## config.mk

```make
export PLATFORM = sky130hd
export DESIGN_NAME = stream_fifo
export DESIGN_NICKNAME = d
export VERILOG_FILES = /design/src/rtl/stream_fifo.sv
export SDC_FILE = /design/constraint.sdc
export NUM_CORES = 1
export LEC_CHECK = 0
export CAP_MARGIN = 15
export CORE_MARGIN = 3
export CORE_UTILIZATION = 58
export CTS_CLUSTER_SIZE = 40
export DETAILED_ROUTE_END_ITERATION = 10
export GPL_TIMING_DRIVEN = 0
export PLACE_DENSITY = 0.95
export SLEW_MARGIN = 10
export SYNTH_ARGS = -nofsm -noshare
export SYNTH_HDL_FRONTEND = slang
export SYNTH_SLANG_ARGS = --single-unit
```

## constraint.sdc

```tcl
create_clock -name clk_i -period 4.28 [get_ports clk_i]
set_clock_uncertainty 0.1 [all_clocks]
set_input_delay 0.856 -clock clk_i [delete_from_list [all_inputs] [get_ports clk_i]]
set_output_delay 0.856 -clock clk_i [all_outputs]
set_load 0.005 [all_outputs]
```

## src/rtl/stream_fifo.sv

```systemverilog
// ---------------------------------------------------------------------------
// stream_fifo
//
// Valid/ready FIFO sitting directly in front of the data consumer stage.
// It absorbs producer bursts while the consumer stalls, presents the head
// word first-word-fall-through, reports its fill level and supports a
// synchronous flush. Single clock domain.
//
// Parameters
//   WIDTH   data width in bits (must match the downstream stage)
//   DEPTH   number of entries, power of two, >= 2
//
// Ports
//   clk_i      clock, all state updates on the rising edge
//   rst_ni     asynchronous active-low reset
//   flush_i    synchronous flush, discards every stored entry
//   s_valid_i  upstream word valid
//   s_ready_o  FIFO can accept a word this cycle (registered)
//   s_data_i   upstream data
//   m_valid_o  m_data_o holds a valid word (registered)
//   m_ready_i  downstream accepts the head word this cycle
//   m_data_o   head-of-FIFO data, all zeros while m_valid_o is low
//   level_o    number of stored entries, 0..DEPTH
// ---------------------------------------------------------------------------
module stream_fifo #(
    parameter int WIDTH = 32,
    parameter int DEPTH = 4
) (
    input  logic                       clk_i,
    input  logic                       rst_ni,
    input  logic                       flush_i,
    input  logic                       s_valid_i,
    output logic                       s_ready_o,
    input  logic [WIDTH-1:0]           s_data_i,
    output logic                       m_valid_o,
    input  logic                       m_ready_i,
    output logic [WIDTH-1:0]           m_data_o,
    output logic [$clog2(DEPTH):0]     level_o
);

    localparam int PW = $clog2(DEPTH);
    localparam int LW = PW + 1;

    logic [WIDTH-1:0] mem [DEPTH];
    logic [PW-1:0]    wr_ptr;
    logic [PW-1:0]    rd_ptr;
    logic [LW-1:0]    level;
    logic [LW-1:0]    level_next;
    logic             s_ready;
    logic             m_valid;
    logic             push;
    logic             pop;

    // Handshakes are qualified by the registered status flags, so a push can
    // never land in a full FIFO and a pop can never drain an empty one.
    always_comb begin
        push       = s_valid_i & s_ready;
        pop        = m_valid & m_ready_i;
        level_next = level;
        if (push && !pop) begin
            level_next = level + LW'(1);
        end else if (pop && !push) begin
            level_next = level - LW'(1);
        end
    end

    // Control state: pointers, level counter and the status flags. The flags
    // are computed from level_next so they are already correct in the cycle
    // after the handshake, with no combinational path from the inputs.
    always_ff @(posedge clk_i or negedge rst_ni) begin
        if (!rst_ni) begin
            wr_ptr  <= '0;
            rd_ptr  <= '0;
            level   <= '0;
            s_ready <= 1'b0;
            m_valid <= 1'b0;
        end else if (flush_i) begin
            wr_ptr  <= '0;
            rd_ptr  <= '0;
            level   <= '0;
            s_ready <= 1'b1;
            m_valid <= 1'b0;
        end else begin
            if (push) begin
                wr_ptr <= wr_ptr + PW'(1);
            end
            if (pop) begin
                rd_ptr <= rd_ptr + PW'(1);
            end
            level   <= level_next;
            s_ready <= (level_next < LW'(DEPTH));
            m_valid <= (level_next != '0);
        end
    end

    // Storage is not reset. A push in a flush cycle is dropped so the word
    // cannot reappear later through a stale slot.
    always_ff @(posedge clk_i) begin
        if (push && !flush_i) begin
            mem[wr_ptr] <= s_data_i;
        end
    end

    // While stalled rd_ptr is frozen and wr_ptr can only equal rd_ptr when the
    // FIFO is full (no push), so the head word stays stable.
    assign m_data_o  = m_valid ? mem[rd_ptr] : '0;
    assign m_valid_o = m_valid;
    assign s_ready_o = s_ready;
    assign level_o   = level;

endmodule

```

After elaboration in Yosys (flattened, before gate mapping)
Memories as Yosys holds them, arrays and structs flattened. Cells that the tools add are included.

Add/subtract/negate cells: 4. $lt $le $gt $ge: 1. Mux-type cells: 12. Bitwise logic cells: 2. Reduce and logical (&&, ||, !) cells: 9.

Operators with widths (number): $mux W32 (1); $mux W3 (3); $mux W2 (4); $add A2 B1 Y2 const B (2); $mux W1 (4); $reduce_bool A2 Y1 (2); $add A3 B1 Y3 const B (1); $logic_and A1 B1 Y1 (3); $logic_not A1 Y1 (3); $lt A3 B3 Y1 const B (1); $reduce_bool A3 Y1 (1); $sub A3 B1 Y3 const B (1); $and A1 B1 Y1 (2).

Register bits: 9. RAM bits: 128. Input bits: 37. Output and inout port bits: 37. Logic and storage cells: 34. Memories kept: 1.

Memories: mem (depth 4, bits a word 32, rd ports 1, clocked after memory_dff 0, write ports 1, line 44) `logic [WIDTH-1:0] mem [DEPTH];`.

Depth between registers and ports, before layout
Gate-level depths: netlist (run 1).

Depth after elaboration: 7. Mapped depth: 6. Depth with buffers taken out: 6.

Worst setup path before layout (run 1)
Ideal clock, no wire load.

Kind: input -> register. From: input flush_i. To: memory mem[0][0] (enable). Library setup time: 0.392 ns. Arrival time: 2.024 ns. Required time: 3.788 ns. Path slack: 1.764 ns. Stages on the path: 3. Path buffers: 1. Cell sequence: clkbuf_1 -> nor2_1 -> and2_1.

Word-level cells in the longest chain between the ends: 4.

RTL lines: start: declaration (line 31) `input logic flush_i,`; $logic_not A1 Y1 (line 99) `if (push && !flush_i) begin`; $logic_and A1 B1 Y1 (line 99); $mux W1 (line 99); $mux W1 (not written as such) (line 100) `mem[wr_ptr] <= s_data_i;`; end: declaration (line 44).

No other way between the ends.

Final worst setup path (run 1)
From: register rd_ptr[1]. To: output m_data_o[11].

Word-level cells in the longest chain between the ends: 2.

RTL lines: start: declaration (line 46) `logic [PW-1:0] rd_ptr;`; start signal: assignment (line 88) `rd_ptr <= rd_ptr + PW'(1);`; $mem_v2 Z4 W32; $mux W32 (line 106) `assign m_data_o = m_valid ? mem[rd_ptr] : '0;`; end: declaration (line 37) `output logic [WIDTH-1:0] m_data_o,`.

No other way between the ends.

==> results.txt, run 1 <==
The full die area is 10600 um^2, and the total CTS buffers is 17. Counting flops and latches in the post-synthesis netlist gives 137. The post-cts gate resize count was 0. Entering global routing, the biggest net connects 32 pins. The run gives 0 as the number of antenna violations at the first check in global routing.

Worst reg2reg path depth: 4. The top fanout value on the critical path works out to 10. The worst hold path terminates at wr_ptr[1]$_DFFE_PN0P_. In this run the most critical hold path is launched from wr_ptr[1]$_DFFE_PN0P_. Registers are responsible for 39.6% of the overall power.

The total overflow left after global routing is 0. Static timing analysis puts the maximum clock frequency at 0.292 GHz. The final hold violation count was 0. After routing, the total negative slack on setup checks comes to 0 ns. The tools report the routed via count as 2761. For this run, design rule violations remaining after detail routing come to 0.

Dividing total power by cell area gives a power density of 577 nW/um^2. The run gives 137 as the clock sink total. Max-cap violations in this run came to 0. The number of DRC violations after detailed-routing iteration 0 is 175, and the count of placed standard cells in the final layout, fillers left out is 477.

Buffers inserted to repair hold after CTS numbered 0. For the pin with the worst max-slew slack, the measured transition is 0.523 ns. After detailed routing, the average wire length per cell comes to 21.9 um. Global-route usage over all layers: 22.0%. The share of post-route cells with drive strength above 1 came out at 20.6%. Setup slack of the most critical reg-to-reg path: 2.26 ns. In this design, the stage delay of the slowest critical-path cell is 0.46 ns. Clock tree synthesis selected as its root buffer the cell sky130_fd_sc_hd__clkbuf_8.

The logs give 0.824 for the global placer's final weighted congestion and 0 for the total inserted antenna cells. TritonCTS built the clock tree. The die outline width is 103 um, and the mean instance size in the synthesized netlist is 20.8 um^2.

Once the floorplan was initialized, standard cells occupied 61.1% of the core. In this run the power spent charging and discharging nets is 978 uW. Yosys printed 0 warnings.

The critical path goes through clkbuf_1, buf_2, mux4_2, and2_1, clkdlybuf4s50_1. The setup fix buffers added after clock tree synthesis is 0, and the worst endpoint data arrival time is 2.47 ns. The count of nets left with antenna violations after detail routing is 0.

The detailed-route vias per instance was 5.79; the internal power component was 3.08 mW. The worst setup path is launched from a flop. The run gives 0.52 ns as the insertion delay to the later sink of the worst-skew pair.

The clock tree synthesis step divided the H-tree into 4 levels. The logs give 399 for the final-stage net count and 3071 for the via count of the first global-routing pass. The sequential share of the synthesized area was 74.9%; the area of the mapped netlist was 5430 um^2. The final layout contains routed wiring with a total length of 10400 um. The number of slew-limit violations in the final report is 0.

The worst-case vdd ir drop came out at 0.334 mV. Net switching is 24.1% of the power. The worst hold path was traced through 2 stages.

Input and output buffers added on the ports amount to 72. For the number of setup violations in the final report, the log shows 0. For this design the static power due to leakage is 2.39 nW. On the critical path, the stage with the largest delay is an instance of sky130_fd_sc_hd__clkdlybuf4s50_1. The maximum buffer depth of the clock tree came out at 2. The floorplan step defined a core boundary enclosing 8890 um^2. The first global-routing pass estimated 16400 um of wire. The layout overhead on the synthesized area works out to 29.5%.

The first detailed-routing pass took 4 iterations. The worst setup path is of the flop to output pin kind. The die boundary height was 103 um; the portion of total power attributed to the clock network was 39.2%. The initialized floorplan defines 34 standard-cell rows. The required time at the worst-slack endpoint is 3.32 ns.

Setup repair after global routing left no endpoint under its margin. STA classifies the critical path endpoint as an output pin. The time the worst path needs with I/O delays and setup came out at 3.43 ns.

The endpoint identified for the worst register-to-register timing path is mem[0][23]$_DFFE_PP_. In this run, the combinational gates consume 21.1% of the power. The flow ran to the end, and the final reports show no timing, DRC or antenna violations. Post-route clock period utilization: 80.1%. The wire-length estimate of the detail-placed layout is 6230 um. Including well taps, the total number of placed cells is 445.

The tools report the number of standard cells after synthesis as 261. The run gives 74 as the number of top-level pins. The worst max-slew margin expressed relative to the limit is 65.1%, and the CTS clock-pin slew for the worst setup and hold paths is 0.06 ns. Synthesis instantiated 26 different standard cells from the library.

For the synthesized net count, the log shows 304. Start of the worst register-to-register path: s_ready_o$_DFF_PN0_. The worst hold path belongs to the class flop to flop.
==> flip-flops by register name, indices dropped and copies added, names as in the netlist <==
name,count
level_o,3
rd_ptr,2
s_ready_o,1
mem,128
wr_ptr,2
m_valid_o,1
==> layer usage <==
metal,global-route usage (%),up-vias,wire length [um]
met5,0,-,0
met4,9.66,0,286
met3,7.37,27,562
met2,36.5,94,5450
met1,26.7,1411,4140
li1,-,1229,-
==> cell usage in the layout (no fill, tap or decap), types with 2 or more instances in the layout <==
cell / instances
sky130_fd_sc_hd__ha_1: 6
sky130_fd_sc_hd__xnor2_1: 3
sky130_fd_sc_hd__edfxtp_1: 128
sky130_fd_sc_hd__mux4_1: 4
sky130_fd_sc_hd__mux4_2: 28
sky130_fd_sc_hd__and2_1: 32
sky130_fd_sc_hd__clkinv_4: 5
sky130_fd_sc_hd__nand2_1: 4
sky130_fd_sc_hd__and3_1: 2
sky130_fd_sc_hd__nand3_1: 4
sky130_fd_sc_hd__clkbuf_16: 16
sky130_fd_sc_hd__dfrtp_1: 9
sky130_fd_sc_hd__xor2_1: 2
sky130_fd_sc_hd__buf_2: 3
sky130_fd_sc_hd__bufinv_16: 5
sky130_fd_sc_hd__and2_2: 4
sky130_fd_sc_hd__buf_12: 6
sky130_fd_sc_hd__inv_6: 2
sky130_fd_sc_hd__clkbuf_1: 5
sky130_fd_sc_hd__nor2_1: 6
sky130_fd_sc_hd__inv_1: 5
sky130_fd_sc_hd__inv_8: 2
sky130_fd_sc_hd__clkdlybuf4s50_1: 72
sky130_fd_sc_hd__a21boi_0: 2
sky130_fd_sc_hd__nor2b_1: 2
sky130_fd_sc_hd__mux2i_1: 2
==> worst max-delay path by stage <==
stage | start | endpoint | slack, ns
4_1_cts | rd_ptr[1]$_DFFE_PN0P_ | m_data_o[11] | 0.82
3_5_place_dp | s_valid_i | mem[0][27]$_DFFE_PP_ | 1.24
3_3_place_gp | s_valid_i | mem[1][19]$_DFFE_PP_ | 0.66
6_report | rd_ptr[1]$_DFFE_PN0P_ | m_data_o[11] | 0.85
2_1_floorplan | flush_i | mem[0][0]$_DFFE_PP_ | 1.76
5_1_grt | rd_ptr[1]$_DFFE_PN0P_ | m_data_o[21] | 0.76
==> cell usage after synthesis <==
cell type	instances	share of area [%]
sky130_fd_sc_hd__mux4_2	28	12
sky130_fd_sc_hd__nand2_1	4	0.28
sky130_fd_sc_hd__and3_1	2	0.23
sky130_fd_sc_hd__xor2_1	2	0.32
sky130_fd_sc_hd__mux4_1	4	1.9
sky130_fd_sc_hd__o41ai_1	1	0.16
sky130_fd_sc_hd__and2_1	36	4.1
sky130_fd_sc_hd__a21boi_0	2	0.28
sky130_fd_sc_hd__clkbuf_1	5	0.35
sky130_fd_sc_hd__nor2_1	6	0.41
sky130_fd_sc_hd__mux2i_1	2	0.37
sky130_fd_sc_hd__a221oi_1	1	0.16
sky130_fd_sc_hd__nand2_2	1	0.12
sky130_fd_sc_hd__buf_6	1	0.21
sky130_fd_sc_hd__xnor2_1	3	0.48
sky130_fd_sc_hd__nor3_1	1	0.092
sky130_fd_sc_hd__ha_1	6	1.4
sky130_fd_sc_hd__nand3_1	4	0.37
sky130_fd_sc_hd__dfrtp_1	9	4.1
sky130_fd_sc_hd__a21oi_1	1	0.092
sky130_fd_sc_hd__a31oi_1	1	0.12
sky130_fd_sc_hd__inv_1	5	0.35
sky130_fd_sc_hd__buf_2	3	0.28
sky130_fd_sc_hd__buf_12	3	1.1
sky130_fd_sc_hd__edfxtp_1	128	71
sky130_fd_sc_hd__nor2b_1	2	0.23
==> worst max-delay path: cells and delay by family (launching register included) <==
kind | cells | cell delay, ns
mux | 1 | 0.36
flops | 1 | 0.33
simple gates | 1 | 0.18
buf+inv | 3 | 1.09
==> metrics by stage <==
stage	worst slack, ns	area [um^2]	hold WS (ns)	total power [mW]	utilization [%]
floorplan	1.76	5430	0.443	2.07	-
global placement	0.662	6290	0.455	2.43	70.7
detailed placement	1.24	6380	0.482	2.48	71.7
CTS	0.820	7030	0.513	4.09	79.1
global route	0.760	7030	0.538	4.21	79.1
finish	0.853	7030	0.511	4.06	79.1
==> cell families after synthesis <==
kind of cell	synth area share [%]
AOI/OAI and AO/OA	0.806
xor gates and xnor gates	0.807
adders and majority gates	1.38
buffers and inverters	2.28
DFF	74.9
muxes	13.9
and+or+nand+nor	5.88
==> power groups by stage <==
stage          clock network (mW)  registers (mW)  logic, mW
2_1_floorplan                   0            1.62      0.448
3_3_place_gp                    0            1.63      0.806
3_5_place_dp                    0            1.63      0.847
4_1_cts                      1.61            1.61      0.876
5_1_grt                      1.68            1.61      0.922
6_report                     1.59            1.61      0.858
==> area by class of cell <==
type | instances | area [um^2]
flip-flops and latches | 137 | 4070
fillers | 436 | 1860
multi-input cells | 107 | 1240
repair buffers | 76 | 808
clock buffers | 17 | 414
clock inverters | 15 | 241
well taps | 108 | 135
plain buffers | 12 | 105
inverters | 5 | 18.8
No activity file was read; power rests on OpenSTA's default activity.
==> run 2, diff against run 1 <==
Settings changed: CORE_UTILIZATION 58 to 49, PLACE_DENSITY 0.95 to 0.86.
Clock period 4.28 ns to 3.05 ns, I/O delays scaled along.
==> results.txt, run 2 (synthesized netlist as in run 1, its figures left out) <==
For the portion of total power attributed to the clock network, the log shows 35.3%. In this run the cell area measured after placement is 6440 um^2. TritonCTS built the clock tree.

In the global route stage, met1 resource usage came out at 21.7%. For this block, the initial DRC count from the detailed router was 176. Clock tree synthesis inserted a total of 17 buffers. In this run the critical register-to-register path is launched from s_ready_o$_DFF_PN0_. The HPWL after detailed placement is 6270 um. Total power density per cell area: 755 nW/um^2. Of the total power, registers draw 41.5%. Type of the setup path with the least slack: flop to output pin. Detailed-route vias per instance: 5.41.

The repair_antennas step left the layout with diodes totalling 0. The via count of the first global-routing pass was 3037; the worst max-slew margin expressed relative to the limit was 64.8%. The final layout contains 408 nets. STA puts the critical path data arrival time at 2.25 ns.

Traced cell by cell, the critical path runs through clkbuf_16, mux4_1, and2_1, clkdlybuf4s50_1. The worst setup path is captured at an output pin. The congestion estimate from routability-driven global placement came to 0.739. On the critical path the largest part of the delay comes from buffers and inverters. IR analysis of the VDD net gives a maximum drop of 0.401 mV. The later pin in the worst-skew pair is clocked with a latency of 0.51 ns.

For the total congestion overflow after global routing, the log shows 0. For the number of top-level pins, the log shows 74. The worst hold path belongs to the class primary input to asynchronous set/reset pin. OpenSTA, run right after detailed placement, puts the worst setup slack at 0.292 ns. The tools report the highest clock frequency the design can meet as 0.338 GHz. Setup slack on the worst reg-to-reg path comes out at 1.07 ns. At the pin with the least slew margin, the transition time is 0.528 ns.

The run finished with clean final reports. The critical path contains buffers and inverters numbering 2 combined. In this run the critical register-to-register path is captured at mem[0][2]$_DFFE_PP_.

The number of antenna violations at the first check in global routing was 0; the portion of total power attributed to combinational logic was 23.2%. Of the total power, the share spent switching nets is 24.4%. After clock tree synthesis, the clock-pin slew on the worst setup and hold paths is 0.06 ns. In the routed design, unresolved DRC markers number 0. The first global-routing pass estimated 16200 um of wire.

For this design, the sink count on the clock tree is 137. The run gives 4.91% as the global routing met3 resource utilization. The fraction of the core area covered by cells at the end of the flow is 68.4%, and the average detailed-routed wire length per instance is 20.1 um. In the finished design, the share of the clock period the worst path needs comes to 97.1%. The floorplan has 37 rows. For the maximum number of pins on one net before global-route repair, the log shows 19.

The switching power is 1.33 mW, and the number of violations of the max-capacitance limit is 0. After routing the design area is 7220 um^2. The count of buffers added on input and output ports is 72. For the internal power component, the log shows 4.12 mW. The tools report the area inside the core boundary as 10600 um^2.

The pre-antenna-repair detailed-routing pass consisted of 4 iterations. Global-route usage over all layers: 17.5%. No sink is reached through more buffers than the 2 on the longest clock path.

In this run the worst path has a maximum fanout of 5. The run gives 0 as the final hold violation count. The maximum single-stage delay on the critical path is 0.52 ns. The most frequent standard cell in the layout excluding fill and tap cells was sky130_fd_sc_hd__edfxtp_1. In the layout the commonest cells are sky130_fd_sc_hd__edfxtp_1, sky130_fd_sc_hd__clkdlybuf4s50_1, sky130_fd_sc_hd__mux4_2, sky130_fd_sc_hd__and2_1, sky130_fd_sc_hd__dlymetal6s2s_1. The share of post-route cells with drive strength above 1 was 24.1%.

Global routing used 29.6% of the available met2 tracks. The floorplan step defined a die boundary enclosing 12400 um^2. The tools report the cell chosen for the clock root as sky130_fd_sc_hd__clkbuf_8. In this run the most used layer during global routing was met2. The H-tree generated during clock tree synthesis spans 4 levels.

The largest register by flop count is mem. Master of the slowest instance on the critical path: sky130_fd_sc_hd__mux4_1. The routed layout has 2781 vias. Setup violations remaining at the end of the flow were counted as 0. Hold repair after CTS inserted 0 buffers. Layout overhead on the synthesized area: 33.0%. The post-route worst setup slack is 0.0889 ns, and the required time at the worst-slack endpoint is 2.34 ns. For the starting density of the core, the log shows 51.4%. The flip-flop count of the largest register after layout works out to 128. From bottom edge to top edge, the die measures 111 um.

Launching element type of the critical path: a flop. The time the worst path needs with I/O delays and setup came out at 2.96 ns. The number of cells on the worst reg-to-reg path is 4. In this run the static leakage power is 2.84 nW. Count of nets left with antenna violations after detail routing: 0. For the sum of routed wire length over all layers, the log shows 10300 um. The number of slew-limit violations in the final report was 0; the die outline width was 111 um.
## run 2: final cells by class
cell class | count | area [um^2]
flip-flops and latches | 137 | 4070
fillers | 669 | 3330
multi-input cells | 107 | 1230
repair buffers | 86 | 1050
clock buffers | 18 | 418
well taps | 136 | 170
clock inverters | 14 | 148
plain buffers | 11 | 120
inverters | 5 | 18.8
## run 2: worst max-delay path by stage
stage | start | endpoint | slack (ns) | depth (start not counted)
6_report | rd_ptr[0]$_DFFE_PN0P_ | m_data_o[31] | 0.09 | 4
5_1_grt | rd_ptr[0]$_DFFE_PN0P_ | m_data_o[31] | -0.00002 | 4
4_1_cts | rd_ptr[1]$_DFFE_PN0P_ | m_data_o[20] | -0.08 | 5
3_5_place_dp | s_valid_i | mem[2][4]$_DFFE_PP_ | 0.29 | 5
3_3_place_gp | s_valid_i | mem[0][4]$_DFFE_PP_ | -0.36 | 4
2_1_floorplan | flush_i | mem[0][0]$_DFFE_PP_ | 0.78 | 3
## run 2: layer usage
| layer | part of all wire [%] | vias up | routed length, um |
|---|---|---|---|
| met5 | 0 | - | 0 |
| met4 | 0.66 | 0 | 68 |
| met3 | 5.2 | 7 | 534 |
| met2 | 54 | 83 | 5610 |
| met1 | 40 | 1447 | 4110 |
| li1 | - | 1244 | - |
## run 2: metrics by stage
step                setup TNS (ns)  hold slack (ns)  total power, mW  instances
detailed placement               0            0.470             3.48        473
global placement            -44.12            0.459             3.43        469
floorplan                        0            0.214             2.90        261
global route            -0.0000211            0.315             5.71        514
CTS                          -1.30            0.293             5.42        506
finish                           0            0.297             5.45        514
## run 2: power groups by stage
stage | combinational (mW) | clock (mW) | sequential [mW]
CTS | 1.21 | 1.96 | 2.25
floorplan | 0.629 | 0 | 2.27
global placement | 1.14 | 0 | 2.29
global route | 1.38 | 2.05 | 2.28
detailed placement | 1.19 | 0 | 2.29
finish | 1.26 | 1.93 | 2.26
## run 2: repair_timing
item / in CTS / in global routing
resized for setup: 1 / 42
cloned: 0 / 4
endpoints found under the setup margin: 29 / 30
buffers inserted: 1 / 5
## run 2: worst register-to-register path, cell delays in order, from the launching register on
cell and delay (ns):
sky130_fd_sc_hd__dfrtp_1 0.41, sky130_fd_sc_hd__nand2_1 0.20, sky130_fd_sc_hd__nor2_1 0.22, sky130_fd_sc_hd__and2_2 0.52, sky130_fd_sc_hd__buf_16 0.23
==> run 3, diff against run 2 <==
Settings changed: SLEW_MARGIN 10 to 20.
==> results of run 3 <==
No change in the layout: final DEF, timing and power equal those of run 2.
